File: src/rtl/bitserial_mac_array_if.sv
// Beat and result handshake bundle for the bit-serial MAC array.
// master drives operands and config; slave is the array itself.
interface bitserial_mac_array_if #(
  parameter int LANES    = 16,
  parameter int MAX_PREC = 8,
  parameter int ACC_W    = 32
);
  localparam int PW = $clog2(MAX_PREC + 1);

  logic             start;
  logic [PW-1:0]    prec_i;
  logic [PW-1:0]    prec_w;
  logic             SignI;
  logic             SignW;
  logic             bin;
  logic             acc_keep;
  logic             in_valid;
  logic             in_ready;
  logic [LANES-1:0] I_plane;
  logic [LANES-1:0] W_plane;
  logic             out_valid;
  logic             out_ready;
  logic [ACC_W-1:0] result;
  logic             busy;

  modport master (
    output start, prec_i, prec_w, SignI, SignW, bin, acc_keep,
    output in_valid, I_plane, W_plane, out_ready,
    input  in_ready, out_valid, result, busy
  );

  modport slave (
    input  start, prec_i, prec_w, SignI, SignW, bin, acc_keep,
    input  in_valid, I_plane, W_plane, out_ready,
    output in_ready, out_valid, result, busy
  );
endinterface

File: src/rtl/bitserial_mac_array.sv
// Bit-serial LANES-wide dot product, one (act plane, weight plane)
// pair per beat; AND mode with signed MSB planes, or XNOR +-1 mode.
module bitserial_mac_array #(
  parameter int LANES    = 16,
  parameter int MAX_PREC = 8,
  parameter int ACC_W    = 32
) (
  input logic clk,
  input logic rst,
  bitserial_mac_array_if.slave bus
);
  localparam int PW = $clog2(MAX_PREC + 1);
  localparam int CW = $clog2(LANES + 1);
  localparam logic [PW-1:0] MAXP = PW'(MAX_PREC);

  typedef enum logic [1:0] {IDLE, RUN, DONE} state_t;

  state_t           state;
  logic [PW-1:0]    pi, pw, ci, cw;
  logic             si, sw, bm;
  logic             rdy_q, vld_q, busy_q;
  logic [ACC_W-1:0] acc, term, mag;
  logic [CW-1:0]    pand, pxn;
  logic             ilast, wlast, last, neg;

  function automatic logic [PW-1:0] clamp(input logic [PW-1:0] p);
    if (p == '0) return PW'(1);
    if (p > MAXP) return MAXP;
    return p;
  endfunction

  always_comb begin
    pand = '0;
    pxn  = '0;
    for (int k = 0; k < LANES; k++) begin
      pand = pand + CW'(bus.I_plane[k] & bus.W_plane[k]);
      pxn  = pxn + CW'(~(bus.I_plane[k] ^ bus.W_plane[k]));
    end
  end

  assign ilast = (ci == pi - PW'(1));
  assign wlast = (cw == pw - PW'(1));
  assign last  = ilast & wlast;
  assign mag   = ACC_W'(pand) << ({1'b0, ci} + {1'b0, cw});
  // MSB planes carry negative weight; both MSBs together cancel.
  assign neg   = (si & ilast) ^ (sw & wlast);
  assign term  = bm ? ACC_W'({pxn, 1'b0}) - ACC_W'(LANES)
                    : (neg ? -mag : mag);

  always_ff @(posedge clk) begin
    if (rst) begin
      state  <= IDLE;
      acc    <= '0;
      pi     <= '0;
      pw     <= '0;
      ci     <= '0;
      cw     <= '0;
      si     <= 1'b0;
      sw     <= 1'b0;
      bm     <= 1'b0;
      rdy_q  <= 1'b0;
      vld_q  <= 1'b0;
      busy_q <= 1'b0;
    end else begin
      case (state)
        IDLE: begin
          if (bus.start) begin
            pi     <= bus.bin ? PW'(1) : clamp(bus.prec_i);
            pw     <= bus.bin ? PW'(1) : clamp(bus.prec_w);
            si     <= bus.SignI & ~bus.bin;
            sw     <= bus.SignW & ~bus.bin;
            bm     <= bus.bin;
            ci     <= '0;
            cw     <= '0;
            if (!bus.acc_keep) acc <= '0;
            state  <= RUN;
            rdy_q  <= 1'b1;
            busy_q <= 1'b1;
          end
        end
        RUN: begin
          if (bus.in_valid) begin
            acc <= acc + term;
            if (last) begin
              ci    <= '0;
              cw    <= '0;
              state <= DONE;
              rdy_q <= 1'b0;
              vld_q <= 1'b1;
            end else if (ilast) begin
              ci <= '0;
              cw <= cw + PW'(1);
            end else begin
              ci <= ci + PW'(1);
            end
          end
        end
        DONE: begin
          if (bus.out_ready) begin
            state  <= IDLE;
            vld_q  <= 1'b0;
            busy_q <= 1'b0;
          end
        end
        default: state <= IDLE;
      endcase
    end
  end

  assign bus.in_ready  = rdy_q;
  assign bus.out_valid = vld_q;
  assign bus.busy      = busy_q;
  assign bus.result    = acc;
endmodule
File: src/flat_wrapper.sv
// flat-port wrapper written by rule: the top's interface ports become plain ports
module bitserial_mac_array_flat 
#(
  parameter int LANES    = 16,
  parameter int MAX_PREC = 8,
  parameter int ACC_W    = 32
)
  (clk, rst, bus_start, bus_prec_i, bus_prec_w, bus_SignI, bus_SignW, bus_bin, bus_acc_keep, bus_in_valid, bus_I_plane, bus_W_plane, bus_out_ready, bus_in_ready, bus_out_valid, bus_result, bus_busy);
  bitserial_mac_array_if #(.LANES(LANES), .MAX_PREC(MAX_PREC), .ACC_W(ACC_W)) bus_i ();
  input logic clk;
  input logic rst;
  input wire logic [$bits(bus_i.start)-1:0] bus_start;
  input wire logic [$bits(bus_i.prec_i)-1:0] bus_prec_i;
  input wire logic [$bits(bus_i.prec_w)-1:0] bus_prec_w;
  input wire logic [$bits(bus_i.SignI)-1:0] bus_SignI;
  input wire logic [$bits(bus_i.SignW)-1:0] bus_SignW;
  input wire logic [$bits(bus_i.bin)-1:0] bus_bin;
  input wire logic [$bits(bus_i.acc_keep)-1:0] bus_acc_keep;
  input wire logic [$bits(bus_i.in_valid)-1:0] bus_in_valid;
  input wire logic [$bits(bus_i.I_plane)-1:0] bus_I_plane;
  input wire logic [$bits(bus_i.W_plane)-1:0] bus_W_plane;
  input wire logic [$bits(bus_i.out_ready)-1:0] bus_out_ready;
  output wire logic [$bits(bus_i.in_ready)-1:0] bus_in_ready;
  output wire logic [$bits(bus_i.out_valid)-1:0] bus_out_valid;
  output wire logic [$bits(bus_i.result)-1:0] bus_result;
  output wire logic [$bits(bus_i.busy)-1:0] bus_busy;
  assign bus_i.start = bus_start;
  assign bus_i.prec_i = bus_prec_i;
  assign bus_i.prec_w = bus_prec_w;
  assign bus_i.SignI = bus_SignI;
  assign bus_i.SignW = bus_SignW;
  assign bus_i.bin = bus_bin;
  assign bus_i.acc_keep = bus_acc_keep;
  assign bus_i.in_valid = bus_in_valid;
  assign bus_i.I_plane = bus_I_plane;
  assign bus_i.W_plane = bus_W_plane;
  assign bus_i.out_ready = bus_out_ready;
  assign bus_in_ready = bus_i.in_ready;
  assign bus_out_valid = bus_i.out_valid;
  assign bus_result = bus_i.result;
  assign bus_busy = bus_i.busy;
  bitserial_mac_array #(.LANES(LANES), .MAX_PREC(MAX_PREC), .ACC_W(ACC_W)) u_core (.clk(clk), .rst(rst), .bus(bus_i));
endmodule
File: config.mk
export PLATFORM = sky130hd
export DESIGN_NAME = bitserial_mac_array_flat
export DESIGN_NICKNAME = d
export VERILOG_FILES = /design/src/rtl/bitserial_mac_array_if.sv /design/src/rtl/bitserial_mac_array.sv /design/src/flat_wrapper.sv
export SDC_FILE = /design/constraint.sdc
export NUM_CORES = 1
export LEC_CHECK = 0
export CAP_MARGIN = 20
export CORE_MARGIN = 3
export CORE_UTILIZATION = 55
export DETAILED_ROUTE_END_ITERATION = 16
export MAX_ROUTING_LAYER = met4
export PLACE_DENSITY = 0.77
export REMOVE_ABC_BUFFERS = 1
export SLEW_MARGIN = 20
export SYNTH_ARGS = -nofsm -noshare
export SYNTH_HDL_FRONTEND = slang
export SYNTH_SLANG_ARGS = --single-unit
File: constraint.sdc
create_clock -name clk -period 17.9 [get_ports clk]
set_input_delay 1.79 -clock clk [delete_from_list [all_inputs] [get_ports clk]]
set_output_delay 1.79 -clock clk [all_outputs]
set_load 0.02 [all_outputs]
* Yosys cells after proc, flatten, opt, wreduce, memory -nomap -nowiden
Index checks and enable logic that the tools add are counted.
** Cells by class
- Shift operators :: 1
- Equality and inequality tests :: 10
- $add $sub $neg :: 38
- $lt $le $gt $ge :: 2
- Bitwise logic cells :: 55
- Mux-type cells :: 57
- Reductions and logical operators :: 14
** Operator list (number)
- two-way mux 32 bit :: 5
- adder 5 bit :: 30
- inverter 5 bit :: 16
- two-way mux 4 bit :: 17
- case mux 32 bit (2 select lines) :: 1
- adder 32 bit :: 1
- negator 32 bit :: 1
- left shift 5 x 5 -> 32 bit :: 1
- two-way mux 1 bit :: 24
- bitwise AND 1 bit :: 21
- AND reduction 4 bit :: 5
- bitwise XOR 1 bit :: 17
- case mux 4 bit (2 select lines) :: 2
- adder 4 x 1 -> 4 bit, second input constant :: 2
- equality test 4 bit :: 2
- > comparator 4 bit, second input constant :: 2
- logical NOT 4 bit :: 2
- two-way mux 2 bit :: 4
- inequality test 2 bit, second input constant :: 4
- subtractor 4 x 1 -> 4 bit, second input constant :: 2
- subtractor 6 x 5 -> 7 bit, second input constant :: 1
- case mux 1 bit (2 select lines) :: 3
- case mux 2 bit (3 select lines) :: 1
- AND reduction 3 bit :: 2
- 9 further kinds :: 11
** Storage, ports and cells
- Word-level logic and storage cells :: 189
- Register bits after elaboration :: 56

* Longest topological paths before layout
- Depth in word-level cells :: 23
- Depth in mapped cells :: 35
- Mapped depth without buffers :: 33

* Worst setup path after synthesis
OpenSTA, ideal clock, no wires.
- Kind :: input-to-reg
- Start :: input port bus_W_plane[0]
- End :: register u_core.acc[31], in the netlist u_core.bus.result[31]
- Setup time :: 132 ps
- Slack :: 8544 ps
- Buffers on the path :: 1
- Arrival :: 9224 ps
- Required time :: 17768 ps
- Stages on the path :: 31
- Cells stage by stage :: ha_1 -> fa_1 -> inv_1 -> fa_1 -> fa_1 -> fa_1 -> inv_1 -> ha_1 -> fa_1 -> xor2_1 -> a221oi_2 -> o2bb2ai_2 -> or2_2 -> o21ai_1 -> and4_1 -> clkbuf_1 -> o21ai_0 -> a31oi_1 -> nor2_1 -> ha_1 -> and3_1 -> o31a_1 -> a311oi_1 -> or2_2 -> a21oi_1 -> or4_1 -> a41oi_1 -> a21oi_1 -> xnor2_1 -> mux2i_1 -> a21oi_1
** Between the ends
- Cells in the longest elaborated chain, start to end :: 23
** RTL lines
- start, declared :: RTL line flat_wrapper.sv:21 : input wire logic [$bits(bus_i.W_plane)-1:0] bus_W_plane;
- bitwise AND 1 bit :: RTL line bitserial_mac_array.sv:36 : pand = pand + CW'(bus.I_plane[k] & bus.W_plane[k]);
- adder 5 bit (15 in a row) :: RTL line bitserial_mac_array.sv:36
- left shift 5 x 5 -> 32 bit :: RTL line bitserial_mac_array.sv:44 : assign mag = ACC_W'(pand) << ({1'b0, ci} + {1'b0, cw});
- negator 32 bit :: RTL line bitserial_mac_array.sv:48 : : (neg ? -mag : mag);
- two-way mux 32 bit :: RTL line bitserial_mac_array.sv:48
- two-way mux 32 bit * :: RTL line bitserial_mac_array.sv:47 : assign term = bm ? ACC_W'({pxn, 1'b0}) - ACC_W'(LANES)
- adder 32 bit * :: RTL line bitserial_mac_array.sv:83 : acc <= acc + term;
- two-way mux 32 bit * :: RTL line bitserial_mac_array.sv:82 : if (bus.in_valid) begin
- case mux 32 bit (2 select lines) * :: RTL line bitserial_mac_array.sv:65 : case (state)
- end signal, assigned :: RTL line bitserial_mac_array.sv:83
- end, declared :: RTL line bitserial_mac_array.sv:22 : logic [ACC_W-1:0] acc, term, mag;
Mark *: on every way between the ends. The rest lies on a longest branch, timed or not. The select of a mux whose other input is x is not followed.
A chain may end at the register's enable or synchronous reset.

* Final worst setup path
Ends and elaborated chain as after synthesis.

==> results.yml <==
run_status:
  run_status: "finished, final reports clean"
cells_and_area:
  nets: 1104
  multiInputGateArea_mm2: 0.005385
  register_area_mm2: 0.001121
  n_antenna_cell: 0
  syn2layout_area_growth_pct: 15.12
  final_common_cell: "a21oi_1"
  design_area_mm2: 0.007945
  fillers: 1116
  drive_gt1_share_pct: 4.375
  final_cell_mix: "95 x a21oi_1, 82 x clkdlybuf4s50_1, 81 x nor2_1"
timing:
  maxSlewHeadroom_pct: 35.69
  hold_viol: 0
  fmax_mhz: 98.05
  fin_crit_sh_pct: 56.98
  fin_ws_ns: 7.701
  min_period_ns: 10.20
  rsz0062_at_grt: "no"
  tightest_slew_ns: 0.9647
  finalClockSkew_ns: 0.008286
  finalMaxSlewViolations: 0
  setup_viol: 0
  finalSetupTns_ns: 0
routing:
  dr.pass1.iters: 5
  vias: 6754
  wire_per_inst_um: 15.95
  drt-total-wl_um: 17990
  viasPerCell: 5.988
  drtIter0Drc: 465
  drt_drc_violations_left: 0
  ant_nets: 0
grt:
  grt_max_degree: 58
  antenna_found_initial: 0
  grt_pass1_vias: 6170
  met1_usage_pct: 34.21
  grt_pass1_wl_um: 29990
  gr-usage-met2_pct: 43.95
  grt.total_usage_pct: 26.21
  busiest_layer: "met2"
  grt-ovfl-total: 0
  met3_usage_pct: 2.931
placement:
  io_buffers: 83
  gp_congestion: 1.004
  place_area_mm2: 0.007795
  post-dp-hpwl_um: 14040
  dp_slack_ns: 7.473
synth:
  synth_seq_cells: 56
  syn_avg_cell_area_um2: 7.609
  yosys.area.top_type: "dfxtp_1"
  synth_ff_type: "dfxtp_1"
  async_flop_share_pct: 0
  yosysSeqAreaShare_pct: 16.24
  netlist.area_leader.share_pct: 16.24
  synthTopCellsByArea: "dfxtp_1 16%, ha_1 13%, a21oi_1 6.9%"
  yosysWarnings: 0
  ys_types: 72
  synth_edf_count: 0
  netlist_instances: 907
  netlist_area_mm2: 0.006902
die:
  row_count: 40
  coreArea_mm2: 0.01216
  fp.dieW_um: 118.0
  die-area_mm2: 0.01393
  fp.dieH_um: 118.0
  initial_core_util_pct: 56.75
  pin_count: 84
clocking:
  cts-buffers-inserted: 5
  cts_hold_repair.buffers: 0
  cts_resized: 0
  clk_path_buf_depth: 2
  cts.clk_slew.worst_paths_ns: 0.08
  cts_tree: "built"
  clock_latency_ns: 0.30
  cts-root-buf: "clkbuf_16"
  cts.sinks: 56
  cts_setup_buffers: 0
  cts.htree.levels: 2
worst_setup_path:
  crit_type: "in -> reg"
  crit_top_cell: "fa_1"
  slowest_stage: "fa_1"
  required_ns: 18.07
  critical_path.max_stage_delay_ns: 0.54
  critPathLaunchType: "input port"
  cp_max_fo: 10
  crit_path_end_kind: "flop"
  cp_data_arrival_time_ns: 10.37
power:
  leakagePower_nw: 3.441
  powerDensity_mw_per_mm2: 85.73
  ir_worst_vdd_uv: 50.56
job:
  maxCapViolCount: 0
worst_hold_path:
  hp-class: "reg -> reg"
==> worst max-delay path, delay by kind of cell <==
family          cells  cell delay (ns)
fa+ha+maj           8             3.35
compound gates     11             2.44
simple gates        6             1.63
buf+inv             3             0.50
xor+xnor            2             0.45
mux                 1             0.21
==> sequential cells by signal, indices dropped and copies added (netlist names), 2 cells and up <==
signal / count
u_core.bus.result: 32
u_core.ci: 4
u_core.cw: 4
u_core.pi: 4
u_core.pw: 4
u_core.state: 2
==> cells by family (layout without fill, tap and decap cells) <==
group | count (synthesis) | in the layout | share of synthesized area (%)
DFF | 56 | 56 | 16.24
muxes | 4 | 4 | 0.6164
and+or+nand+nor | 289 | 289 | 20.59
xor gates and xnor gates | 70 | 70 | 8.883
adders and majority gates | 96 | 96 | 19.80
buffers and inverters | 99 | 152 | 5.765
AOI/OAI and AO/OA | 293 | 293 | 28.10
==> path summary, 6_finish.rpt <==
| check | slack [ns] | startpoint | end | cells past startpoint |
|---|---|---|---|---|
| hold reg to reg | 0.46 | u_core.sw | u_core.sw | 2 |
| setup reg to reg | 11.11 | u_core.cw[0] | u_core.bus.result[31] | 23 |
| setup / recovery | 7.70 | bus_W_plane[0] | u_core.bus.result[31] | 31 |
| hold / removal | 0.46 | u_core.sw | u_core.sw | 2 |
==> routing by layer <==
metal / routed length, µm / up-vias
met5: 0 / -
met3: 996 / 18
met1: 8042 / 3147
li1: - / 3378
met2: 8691 / 211
met4: 255 / 0
==> cell usage after synthesis, types with 3 or more instances <==
cell type,count
a21o_1,22
nor3_1,18
or4_1,3
o22ai_1,5
nand3b_1,9
a211o_1,3
or3_1,4
nand2_1,76
and3_1,9
and3b_1,3
a211oi_1,5
nand2b_1,6
nor4_1,5
fa_1,22
a22o_1,5
nand4_1,10
nor2_1,82
clkbuf_1,36
a41oi_1,4
xor2_1,31
o21bai_1,3
ha_1,74
nor2b_1,12
xnor2_1,39
a22oi_1,33
a21boi_0,3
inv_1,54
or2_2,8
o211ai_1,7
and2_1,11
o21a_1,3
buf_2,6
o21ai_0,52
a21oi_1,95
a31o_2,3
nand3_1,22
a31oi_1,14
a32oi_1,5
dfxtp_1,56
a221oi_1,3
o31a_1,5
==> layout make-up <==
type                    instances  share of cell area (%)
multi-input cells             752                   67.78
flip-flops and latches         56                   14.11
repair buffers                 90                   11.06
well taps                     168                   2.646
inverters                      54                   2.551
clock buffers                   5                   1.575
clock inverters                 3                  0.2835
==> report_power, final <==
part           internal (mW)  switching, mW
registers              0.130        0.00615
clock network         0.0527         0.0514
logic                  0.178          0.263
total                  0.360          0.321
==> stage by stage <==
step	hold slack (ns)	std cells	power (mW)	utilization, %
5_1_grt	0.4943	1128	0.7381	65.33
6_report	0.4612	1128	0.6812	65.33
4_1_cts	0.4582	1128	0.6798	65.31
2_1_floorplan	0.4258	862	0.4562	-
3_5_place_dp	0.4485	1120	0.5736	64.09
3_3_place_gp	0.4420	1120	0.5713	64.09
(Power assumes the default switching activity.)
